## src/rtl/riscv_pkg.sv

```systemverilog
// Shared branch-unit definitions: B-type funct3 codes, resolver FSM states,
// result payload and next-PC helper.
package riscv_pkg;

  localparam int unsigned XLEN = 32;
  localparam int unsigned F3_W = 3;

  localparam logic [F3_W-1:0] F3_BEQ  = 3'b000;
  localparam logic [F3_W-1:0] F3_BNE  = 3'b001;
  localparam logic [F3_W-1:0] F3_BLT  = 3'b100;
  localparam logic [F3_W-1:0] F3_BGE  = 3'b101;
  localparam logic [F3_W-1:0] F3_BLTU = 3'b110;
  localparam logic [F3_W-1:0] F3_BGEU = 3'b111;

  typedef enum logic [1:0] {
    ST_IDLE = 2'd0,
    ST_CMP  = 2'd1,
    ST_RESP = 2'd2
  } br_state_t;

  typedef struct packed {
    logic            taken;
    logic            illegal;
    logic            misalign;
    logic [XLEN-1:0] target;
  } br_res_t;

  // Taken branches go to pc+imm, others fall through; bit 0 is never a valid PC bit.
  function automatic logic [XLEN-1:0] next_pc(input logic            taken,
                                               input logic [XLEN-1:0] pc,
                                               input logic [XLEN-1:0] imm);
    logic [XLEN-1:0] t;
    t    = taken ? (pc + imm) : (pc + XLEN'(4));
    t[0] = 1'b0;
    return t;
  endfunction

endpackage

```

## src/rtl/branch_resolve_if.sv

```systemverilog
// Request/result handshake, comparator link and statistics of the branch resolver.
interface branch_resolve_if
  import riscv_pkg::*;
#(
  parameter int unsigned CNT_W = 16
);

  logic             req_valid;
  logic             req_ready;
  logic [F3_W-1:0]  req_funct3;
  logic [XLEN-1:0]  req_pc;
  logic [XLEN-1:0]  req_imm;

  logic             BrUn;
  logic             BrEq;
  logic             BrLT;

  logic             res_valid;
  logic             res_ready;
  logic             res_taken;
  logic [XLEN-1:0]  res_target;
  logic             res_illegal;
  logic             res_misalign;
  logic             PCSel;
  logic             flush;

  logic [CNT_W-1:0] branch_cnt;
  logic [CNT_W-1:0] taken_cnt;

  // Pipeline/comparator side
  modport master (
    output req_valid, req_funct3, req_pc, req_imm, BrEq, BrLT, res_ready,
    input  req_ready, BrUn, res_valid, res_taken, res_target, res_illegal,
           res_misalign, PCSel, flush, branch_cnt, taken_cnt
  );

  // Branch resolver side
  modport slave (
    input  req_valid, req_funct3, req_pc, req_imm, BrEq, BrLT, res_ready,
    output req_ready, BrUn, res_valid, res_taken, res_target, res_illegal,
           res_misalign, PCSel, flush, branch_cnt, taken_cnt
  );

endinterface

```

## src/rtl/branch_decide.sv

```systemverilog
// Combinational funct3 + comparator-flag decode into taken / illegal.
module branch_decide
  import riscv_pkg::*;
(
  input  logic [F3_W-1:0] funct3,
  input  logic            br_eq,
  input  logic            br_lt,
  output logic            taken_c,
  output logic            illegal_c
);

  always_comb begin
    taken_c   = 1'b0;
    illegal_c = 1'b0;
    case (funct3)
      F3_BEQ:           taken_c = br_eq;
      F3_BNE:           taken_c = !br_eq;
      F3_BLT, F3_BLTU:  taken_c = br_lt;
      F3_BGE, F3_BGEU:  taken_c = !br_lt;
      default:          illegal_c = 1'b1;
    endcase
  end

endmodule

```

## src/rtl/branch_resolve.sv

```systemverilog
// Branch resolver: accepts a B-type branch, drives the comparator for one
// cycle, then presents a held result (taken, target, flags) until consumed.
module branch_resolve
  import riscv_pkg::*;
#(
  parameter int unsigned CNT_W = 16
)
(
  input  logic            clk,
  input  logic            rst,
  branch_resolve_if.slave bus
);

  br_state_t        state_q, state_n;
  logic [F3_W-1:0]  funct3_q, funct3_n;
  logic [XLEN-1:0]  pc_q, pc_n;
  logic [XLEN-1:0]  imm_q, imm_n;
  br_res_t          res_q, res_n;
  logic             ready_q, ready_n;
  logic             brun_q, brun_n;
  logic             valid_q, valid_n;
  logic             pcsel_q, pcsel_n;
  logic             flush_q, flush_n;
  logic [CNT_W-1:0] bcnt_q, bcnt_n;
  logic [CNT_W-1:0] tcnt_q, tcnt_n;

  logic             taken_c;
  logic             illegal_c;

  branch_decide u_decide (
    .funct3    (funct3_q),
    .br_eq     (bus.BrEq),
    .br_lt     (bus.BrLT),
    .taken_c   (taken_c),
    .illegal_c (illegal_c)
  );

  // Next-state and next-output logic; every output is a flop loaded from here
  always_comb begin
    state_n  = state_q;
    funct3_n = funct3_q;
    pc_n     = pc_q;
    imm_n    = imm_q;
    res_n    = res_q;
    bcnt_n   = bcnt_q;
    tcnt_n   = tcnt_q;
    flush_n  = 1'b0;

    case (state_q)
      ST_IDLE: begin
        if (bus.req_valid) begin
          state_n  = ST_CMP;
          funct3_n = bus.req_funct3;
          pc_n     = bus.req_pc;
          imm_n    = bus.req_imm;
        end
      end
      ST_CMP: begin
        // Comparator flags are live this cycle; fold them straight into the result
        state_n          = ST_RESP;
        res_n.taken      = taken_c;
        res_n.illegal    = illegal_c;
        res_n.target     = next_pc(taken_c, pc_q, imm_q);
        res_n.misalign   = taken_c & res_n.target[1];
      end
      ST_RESP: begin
        if (bus.res_ready) begin
          state_n = ST_IDLE;
          bcnt_n  = bcnt_q + CNT_W'(1);
          if (res_q.taken) begin
            tcnt_n  = tcnt_q + CNT_W'(1);
            flush_n = 1'b1;
          end
        end
      end
      default: state_n = ST_IDLE;
    endcase

    ready_n = (state_n == ST_IDLE);
    brun_n  = (state_n == ST_CMP) & funct3_n[1];
    valid_n = (state_n == ST_RESP);
    pcsel_n = valid_n & res_n.taken;
  end

  always_ff @(posedge clk) begin
    if (rst) begin
      state_q  <= ST_IDLE;
      funct3_q <= '0;
      pc_q     <= '0;
      imm_q    <= '0;
      res_q    <= '0;
      ready_q  <= 1'b1;
      brun_q   <= 1'b0;
      valid_q  <= 1'b0;
      pcsel_q  <= 1'b0;
      flush_q  <= 1'b0;
      bcnt_q   <= '0;
      tcnt_q   <= '0;
    end else begin
      state_q  <= state_n;
      funct3_q <= funct3_n;
      pc_q     <= pc_n;
      imm_q    <= imm_n;
      res_q    <= res_n;
      ready_q  <= ready_n;
      brun_q   <= brun_n;
      valid_q  <= valid_n;
      pcsel_q  <= pcsel_n;
      flush_q  <= flush_n;
      bcnt_q   <= bcnt_n;
      tcnt_q   <= tcnt_n;
    end
  end

  assign bus.req_ready    = ready_q;
  assign bus.BrUn         = brun_q;
  assign bus.res_valid    = valid_q;
  assign bus.res_taken    = res_q.taken;
  assign bus.res_target   = res_q.target;
  assign bus.res_illegal  = res_q.illegal;
  assign bus.res_misalign = res_q.misalign;
  assign bus.PCSel        = pcsel_q;
  assign bus.flush        = flush_q;
  assign bus.branch_cnt   = bcnt_q;
  assign bus.taken_cnt    = tcnt_q;

endmodule

```

## src/flat_wrapper.sv

```systemverilog
// flat-port wrapper written by rule: the top's interface ports become plain ports
module branch_resolve_flat import riscv_pkg::*;
#(
  parameter int unsigned CNT_W = 16
)
  (clk, rst, bus_req_valid, bus_req_funct3, bus_req_pc, bus_req_imm, bus_BrEq, bus_BrLT, bus_res_ready, bus_req_ready, bus_BrUn, bus_res_valid, bus_res_taken, bus_res_target, bus_res_illegal, bus_res_misalign, bus_PCSel, bus_flush, bus_branch_cnt, bus_taken_cnt);
  branch_resolve_if #(.CNT_W(CNT_W)) bus_i ();
  input  logic clk;
  input  logic rst;
  input wire logic [$bits(bus_i.req_valid)-1:0] bus_req_valid;
  input wire logic [$bits(bus_i.req_funct3)-1:0] bus_req_funct3;
  input wire logic [$bits(bus_i.req_pc)-1:0] bus_req_pc;
  input wire logic [$bits(bus_i.req_imm)-1:0] bus_req_imm;
  input wire logic [$bits(bus_i.BrEq)-1:0] bus_BrEq;
  input wire logic [$bits(bus_i.BrLT)-1:0] bus_BrLT;
  input wire logic [$bits(bus_i.res_ready)-1:0] bus_res_ready;
  output wire logic [$bits(bus_i.req_ready)-1:0] bus_req_ready;
  output wire logic [$bits(bus_i.BrUn)-1:0] bus_BrUn;
  output wire logic [$bits(bus_i.res_valid)-1:0] bus_res_valid;
  output wire logic [$bits(bus_i.res_taken)-1:0] bus_res_taken;
  output wire logic [$bits(bus_i.res_target)-1:0] bus_res_target;
  output wire logic [$bits(bus_i.res_illegal)-1:0] bus_res_illegal;
  output wire logic [$bits(bus_i.res_misalign)-1:0] bus_res_misalign;
  output wire logic [$bits(bus_i.PCSel)-1:0] bus_PCSel;
  output wire logic [$bits(bus_i.flush)-1:0] bus_flush;
  output wire logic [$bits(bus_i.branch_cnt)-1:0] bus_branch_cnt;
  output wire logic [$bits(bus_i.taken_cnt)-1:0] bus_taken_cnt;
  assign bus_i.req_valid = bus_req_valid;
  assign bus_i.req_funct3 = bus_req_funct3;
  assign bus_i.req_pc = bus_req_pc;
  assign bus_i.req_imm = bus_req_imm;
  assign bus_i.BrEq = bus_BrEq;
  assign bus_i.BrLT = bus_BrLT;
  assign bus_i.res_ready = bus_res_ready;
  assign bus_req_ready = bus_i.req_ready;
  assign bus_BrUn = bus_i.BrUn;
  assign bus_res_valid = bus_i.res_valid;
  assign bus_res_taken = bus_i.res_taken;
  assign bus_res_target = bus_i.res_target;
  assign bus_res_illegal = bus_i.res_illegal;
  assign bus_res_misalign = bus_i.res_misalign;
  assign bus_PCSel = bus_i.PCSel;
  assign bus_flush = bus_i.flush;
  assign bus_branch_cnt = bus_i.branch_cnt;
  assign bus_taken_cnt = bus_i.taken_cnt;
  branch_resolve #(.CNT_W(CNT_W)) u_core (.clk(clk), .rst(rst), .bus(bus_i));
endmodule
```

## config.mk

```make
export PLATFORM = sky130hd
export DESIGN_NAME = branch_resolve_flat
export DESIGN_NICKNAME = d
export VERILOG_FILES = /design/src/rtl/riscv_pkg.sv /design/src/rtl/branch_resolve_if.sv /design/src/rtl/branch_decide.sv /design/src/rtl/branch_resolve.sv /design/src/flat_wrapper.sv
export SDC_FILE = /design/constraint.sdc
export NUM_CORES = 1
export LEC_CHECK = 0
export BUFFER_PORTS_ARGS = -buffer_cell sky130_fd_sc_hd__buf_2
export CORE_AREA = 2 2 113 115
export DETAILED_ROUTE_END_ITERATION = 16
export DIE_AREA = 0 0 115 117
export PLACE_DENSITY_LB_ADDON = 0.08
export REMOVE_ABC_BUFFERS = 1
export SYNTH_ARGS = -nofsm -noshare
export SYNTH_HDL_FRONTEND = slang
export SYNTH_SLANG_ARGS = --single-unit
```

## constraint.sdc

```tcl
create_clock -name clk -period 6.2 [get_ports clk]
set_clock_uncertainty 0.15 [all_clocks]
set_input_delay 1.24 -clock clk [delete_from_list [all_inputs] [get_ports clk]]
set_output_delay 1.24 -clock clk [all_outputs]
set_load 0.01 [all_outputs]
```

Word level (Yosys, flattened, before mapping):

Cells that the tools add are included.

* bits in latches: 0
* input bits: 73
* memories: 0
* bits in read-only memories: 0
* flip-flop bits (word level): 140
* bits in writable memories: 0

* mux-type cells: 10
* reductions and logical operators: 12
* equal/unequal tests: 9
* multiply operators: 0
* shift operators: 0
* bitwise logic cells: 5
* magnitude comparators: 0
* divide/modulo/power cells: 0
* add/subtract/negate cells: 4

Operators by type and width (number)
* 35-bit two-way mux: 1
* 16-bit by 1-bit adder with 16-bit output (second input constant): 2
* 32-bit by 3-bit adder with 32-bit output (second input constant): 1
* 32-bit adder: 1
* 32-bit two-way mux: 1
* 3-bit == test (second input constant): 4
* 2-bit two-way mux: 4
* 2-bit case mux with 3 select lines: 1
* 6-bit OR reduction: 1
* 2-bit by 1-bit == test with 1-bit output (second input constant): 2
* 2-bit == test (second input constant): 2
* 2-bit logical NOT: 2
* 1-bit case mux with 4 select lines: 1
* 2-bit AND reduction: 2
* 2-bit OR reduction: 2
* 1-bit bitwise AND: 3
* 3-bit by 1-bit == test with 1-bit output (second input constant): 1
* 3-bit logical NOT: 1
* 3-bit AND reduction: 1
* 3-bit OR reduction: 1
* 1-bit logical NOT: 2
* 1-bit two-way mux: 2
* 1-bit NOT: 2

Depth between registers and ports, before layout:

* depth after elaboration: 7
* gate-level depth with buffers: 11
* gate-level depth less buffers: 11

Hierarchy:

From an unflattened synthesis, not the netlist that was laid out.

* cells, all modules: 989
* area total of the unflattened synthesis: 7633.6 um2

By module, submodules not included
* branch_resolve: cells each 984, area an instance 7597.3 um2, times used 1
* branch_decide: cells each 5, area an instance 36.3 um2, times used 1

Worst setup path before layout:

OpenSTA, ideal clock, no wires.

* path type: input port to flip-flop
* start: input bus_res_ready
* end: register u_core.tcnt_q[15] (netlist: u_core.bus.taken_cnt[15])
* required time: 5922 ps
* path slack: 3222 ps
* setup time: 128 ps
* stages on the path: 9
* arrival: 2700 ps
* cells stage by stage: and3b_1 buf_2 and2_1 clkbuf_1 nand4_1 nor3_1 nand3_1 xor2_1 nor2_1

* word-level cells in the longest chain between the ends: 1

Ends and longest elaborated chain
* from (decl): RTL line flat_wrapper.sv:16 `input wire logic [$bits(bus_i.res_ready)-1:0] bus_res_ready;`
* 3-bit AND reduction (no source line)
* to (signal assigned): RTL line branch_resolve.sv:111 `tcnt_q <= tcnt_n;`
* to (decl): RTL line branch_resolve.sv:25 `logic [CNT_W-1:0] tcnt_q, tcnt_n;`

Every way passes these cells.
A chain may end at the register's enable or synchronous reset.

Worst setup path in the final report:

* start: register u_core.pc_q[16]
* end: register u_core.res_q (netlist bit u_core.bus.res_target[31])

* word-level cells in the longest chain between the ends: 2
* elaborated cells between the ends (all ways): 3

Ends and longest elaborated chain
* from (decl): RTL line branch_resolve.sv:16 `logic [XLEN-1:0] pc_q, pc_n;`
* from (signal assigned): RTL line branch_resolve.sv:102 `pc_q <= pc_n;`
* 32-bit by 3-bit adder with 32-bit output or 32-bit adder (tied branches): RTL line riscv_pkg.sv:33 `t = taken ? (pc + imm) : (pc + XLEN'(4));`
* 32-bit two-way mux (*): RTL line riscv_pkg.sv:33
* to (signal assigned): RTL line branch_resolve.sv:104 `res_q <= res_n;`
* to (decl): RTL line branch_resolve.sv:18 `br_res_t res_q, res_n;`

Mark *: on every way between the ends. The rest lies on a longest branch, timed or not.

==> results.toml <==
[floorplanning]
die_w_um = 115
rows = 41
pin_count = 145
die_h_um = 117
dieArea_mm2 = 0.0135
start_util = 0.586
core_mm2 = 0.0123

[pwr]
ir_drop_mv = 0.169
power_leakage_nw = 3.87
power.density_mw_per_mm2 = 281

[clock_network]
clock_sinks = 140
cts-buffers-inserted = 17
clk_latency_ns = 0.43
post_cts_resized = 0
clk_pin_slew_ns = 0.06
htree_num_levels = 4
root_buffer = "clkbuf_16"
cts_buffer_depth = 2
cts_tree = "done"
postCtsSetupRepairBufs = 0
hold_buffers = 0

[yosys]
seq_area_frac_synth = 0.388
syn_area_per_cell_um2 = 8.85
synth_enable_flop_cells = 0
synth-compound-area-share = 0.238
synthXorXnorAreaFrac = 0.0946
synth_cell_types = 66
ys_warn_count = 0
synth_top_family_by_area = "compound AO/OA/AOI/OAI gates"
ys_seq_elements = 140
synthDominantCellAreaShare = 0.388
synth_area_leaders = "dfxtp_1, a22o_1, xor2_1, ha_1, nor2_1"
muxShareOfSynthArea = 0.00416
syn_area_mm2 = 0.00722
synthSimpleGateAreaFrac = 0.186
synth_flop_cell = "dfxtp_1"
synth_fa_ha_area_frac = 0.0600
synthCells = 816
async_flop_share = 0
synth_top_area_cell = "dfxtp_1"

[sta]
hold_viol_final = 0
worst_pin_slew_ns = 1.26
worst_hold_slack_ns = 0.304
min_period_ns = 3.31
rsz0062_at_grt = "no"
setup_tns_ns = 0
report.final.slew_viol_count = 0
min_period_over_period = 0.533
slew_headroom = 0.153
fmax_ghz = 0.303
setup_viol = 0

[route]
vias = 6564
drcViolationCount = 0
first_iter_violations = 471
dr.pass1.iters = 5
wl_um = 18800
wire_per_inst_um = 17.1
via_per_inst = 5.97
drt.antenna.violating_nets = 0

[layout]
fin_area_mm2 = 0.00866
final-instance-count-excl-fill = 1100
final_util = 0.703
drive_above_1_share = 0.217
area_growth_syn_to_layout_pct = 19.9
num_antenna_cells = 0
final_nets = 1044

[placement]
portBuffers = 143
gp_congestion = 0.949
dp_hpwl_um = 13400
dpl_cell_area_mm2 = 0.00801
dp.cells = 1068

[critical_path]
path_max_fanout = 6
crit_end = "u_core.bus.res_target[31]$_SDFFE_PP0N_"
r2r-start = "u_core.pc_q[16]$_SDFFE_PP0P_"
criticalPathCategory = "register to register"
cp-start-kind = "register"
reg2regPathDepth = 10
arrival_ns = 3.53
timing.rr.end = "u_core.bus.res_target[31]$_SDFFE_PP0N_"
crit_required_ns = 6.42
cp-startpoint = "u_core.pc_q[16]$_SDFFE_PP0P_"
critPathCaptureType = "register"
r2r_setup_slack_ns = 2.89

[grt]
grt.overflow.total = 0
antenna_found_initial = 0
grt_pass1_vias = 6224
grt_pass1_wl_um = 30500
gr-usage-all-layers = 0.286
grt_max_degree = 75

[hold_path]
hold_class = "register to register"

[flow_run]
max_cap_viol_count = 0

[run_status]
status = "complete, no violations"
[sequential cells by signal, summed over array words and instances (netlist names)]
name and cells:
u_core.bus.BrUn 1, u_core.bus.PCSel 1, u_core.bus.branch_cnt 16, u_core.bus.flush 1, u_core.bus.req_ready 1, u_core.bus.res_illegal 1, u_core.bus.res_misalign 1, u_core.bus.res_taken 1
u_core.bus.res_target 31, u_core.bus.res_valid 1, u_core.bus.taken_cnt 16, u_core.funct3_q 3, u_core.imm_q 32, u_core.pc_q 32, u_core.state_q 2
[stage by stage]
stage / worst slack, ns / power [mW]
after floorplan: 1.92 / 1.21
after global placement: 2.86 / 1.32
after detailed placement: 2.77 / 1.33
after CTS: 2.94 / 2.44
after global routing: 2.75 / 2.53
final: 2.89 / 2.44
[kinds of logic after synthesis]
group	count (synthesis)
DFF	140
and+or+nand+nor	281
muxes	3
buffers and inverters	52
other	1
AOI/OAI and AO/OA	227
xor gates and xnor gates	78
adders and majority gates	34
[power by group]
group / internal [mW] / total [mW] / switching [mW]
Clock: 0.734 / 1.12 / 0.389
Sequential: 0.948 / 0.996 / 0.0485
Combinational: 0.130 / 0.316 / 0.186
[area by class of cell]
class | instances | area, µm²
multi-input combinational | 624 | 4240
sequential | 140 | 2800
inverter | 6 | 22.5
clock inverter | 11 | 189
tap | 150 | 188
timing repair buffer | 148 | 753
clock buffer | 21 | 460
fill | 999 | 3650
[how the worst min path moves through the flow]
stage / startpoint / endpoint / slack [ns] / depth (start not counted)
3_5_place_dp: u_core.bus.res_target[4]$_SDFFE_PP0N_ / u_core.bus.res_target[4]$_SDFFE_PP0N_ / 0.30 / 2
2_1_floorplan: u_core.imm_q[10]$_SDFFE_PP0P_ / u_core.imm_q[10]$_SDFFE_PP0P_ / 0.31 / 1
3_3_place_gp: u_core.bus.res_illegal$_SDFFE_PP0N_ / u_core.bus.res_illegal$_SDFFE_PP0N_ / 0.29 / 2
6_report: u_core.bus.res_target[4]$_SDFFE_PP0N_ / u_core.bus.res_target[4]$_SDFFE_PP0N_ / 0.30 / 2
5_1_grt: u_core.bus.res_target[4]$_SDFFE_PP0N_ / u_core.bus.res_target[4]$_SDFFE_PP0N_ / 0.32 / 2
4_1_cts: u_core.bus.res_target[4]$_SDFFE_PP0N_ / u_core.bus.res_target[4]$_SDFFE_PP0N_ / 0.31 / 2
[synthesized netlist by cell type, drive strengths merged, types with 2 or more instances]
| cell | count |
|---|---|
| nand2 | 70 |
| xor2 | 48 |
| ha | 33 |
| a211o | 4 |
| a211oi | 15 |
| or2 | 2 |
| o22ai | 5 |
| o21ai | 18 |
| a22o | 66 |
| o211ai | 6 |
| nor4 | 6 |
| clkbuf | 38 |
| a311oi | 6 |
| o21bai | 6 |
| nand2b | 2 |
| a21o | 18 |
| or3 | 4 |
| a31oi | 4 |
| o21a | 3 |
| buf | 8 |
| a21boi | 3 |
| o31ai | 2 |
| nor2 | 94 |
| a2111oi | 2 |
| and3 | 12 |
| nand3b | 3 |
| xnor2 | 30 |
| dfxtp | 140 |
| nand4 | 16 |
| and4 | 2 |
| a21oi | 60 |
| and2 | 7 |
| inv | 6 |
| nand3 | 33 |
| mux2i | 3 |
| nor2b | 5 |
| a221oi | 3 |
| nor3 | 19 |
[placed cells by master (no fill, tap or decap), drive strengths merged, types with 3 or more instances in the layout]
cell type  instances
nand3b             3
o22ai              5
a22o              66
or3                4
buf              148
a221oi             3
o21ai             18
a31oi              4
xnor2             30
mux2i              3
dfxtp            140
o21bai             6
nand4             16
bufinv             5
inv                7
clkbuf            21
a311oi             6
a21o              18
and3              12
nor3              19
nor4               6
a21oi             60
and2               7
nand3             33
o211ai             6
a211o              4
xor2              48
a211oi            15
o21a               3
nand2             70
a21boi             3
nor2b              5
nor2              94
ha                33
clkinv             3
[metal layers]
layer	vias to the layer above	track usage	part of all wire	routed length [µm]
met4	0	0.123	0.023	426
li1	3215	-	-	-
met5	-	0	0	0
met1	3093	0.358	0.44	8200
met3	37	0.0499	0.050	947
met2	219	0.489	0.49	9210
[worst max-delay path: stages, from the launching register on]
cell,delay (ns)
dfxtp_1,0.47
ha_1,0.35
a21oi_1,0.44
o21bai_1,0.15
a2111oi_0,0.46
o31ai_1,0.14
a31oi_1,0.28
xnor2_1,0.18
a21oi_1,0.11
or4_1,0.44
nand3_1,0.07
Note: power is estimated with default switching activity, not from simulation.
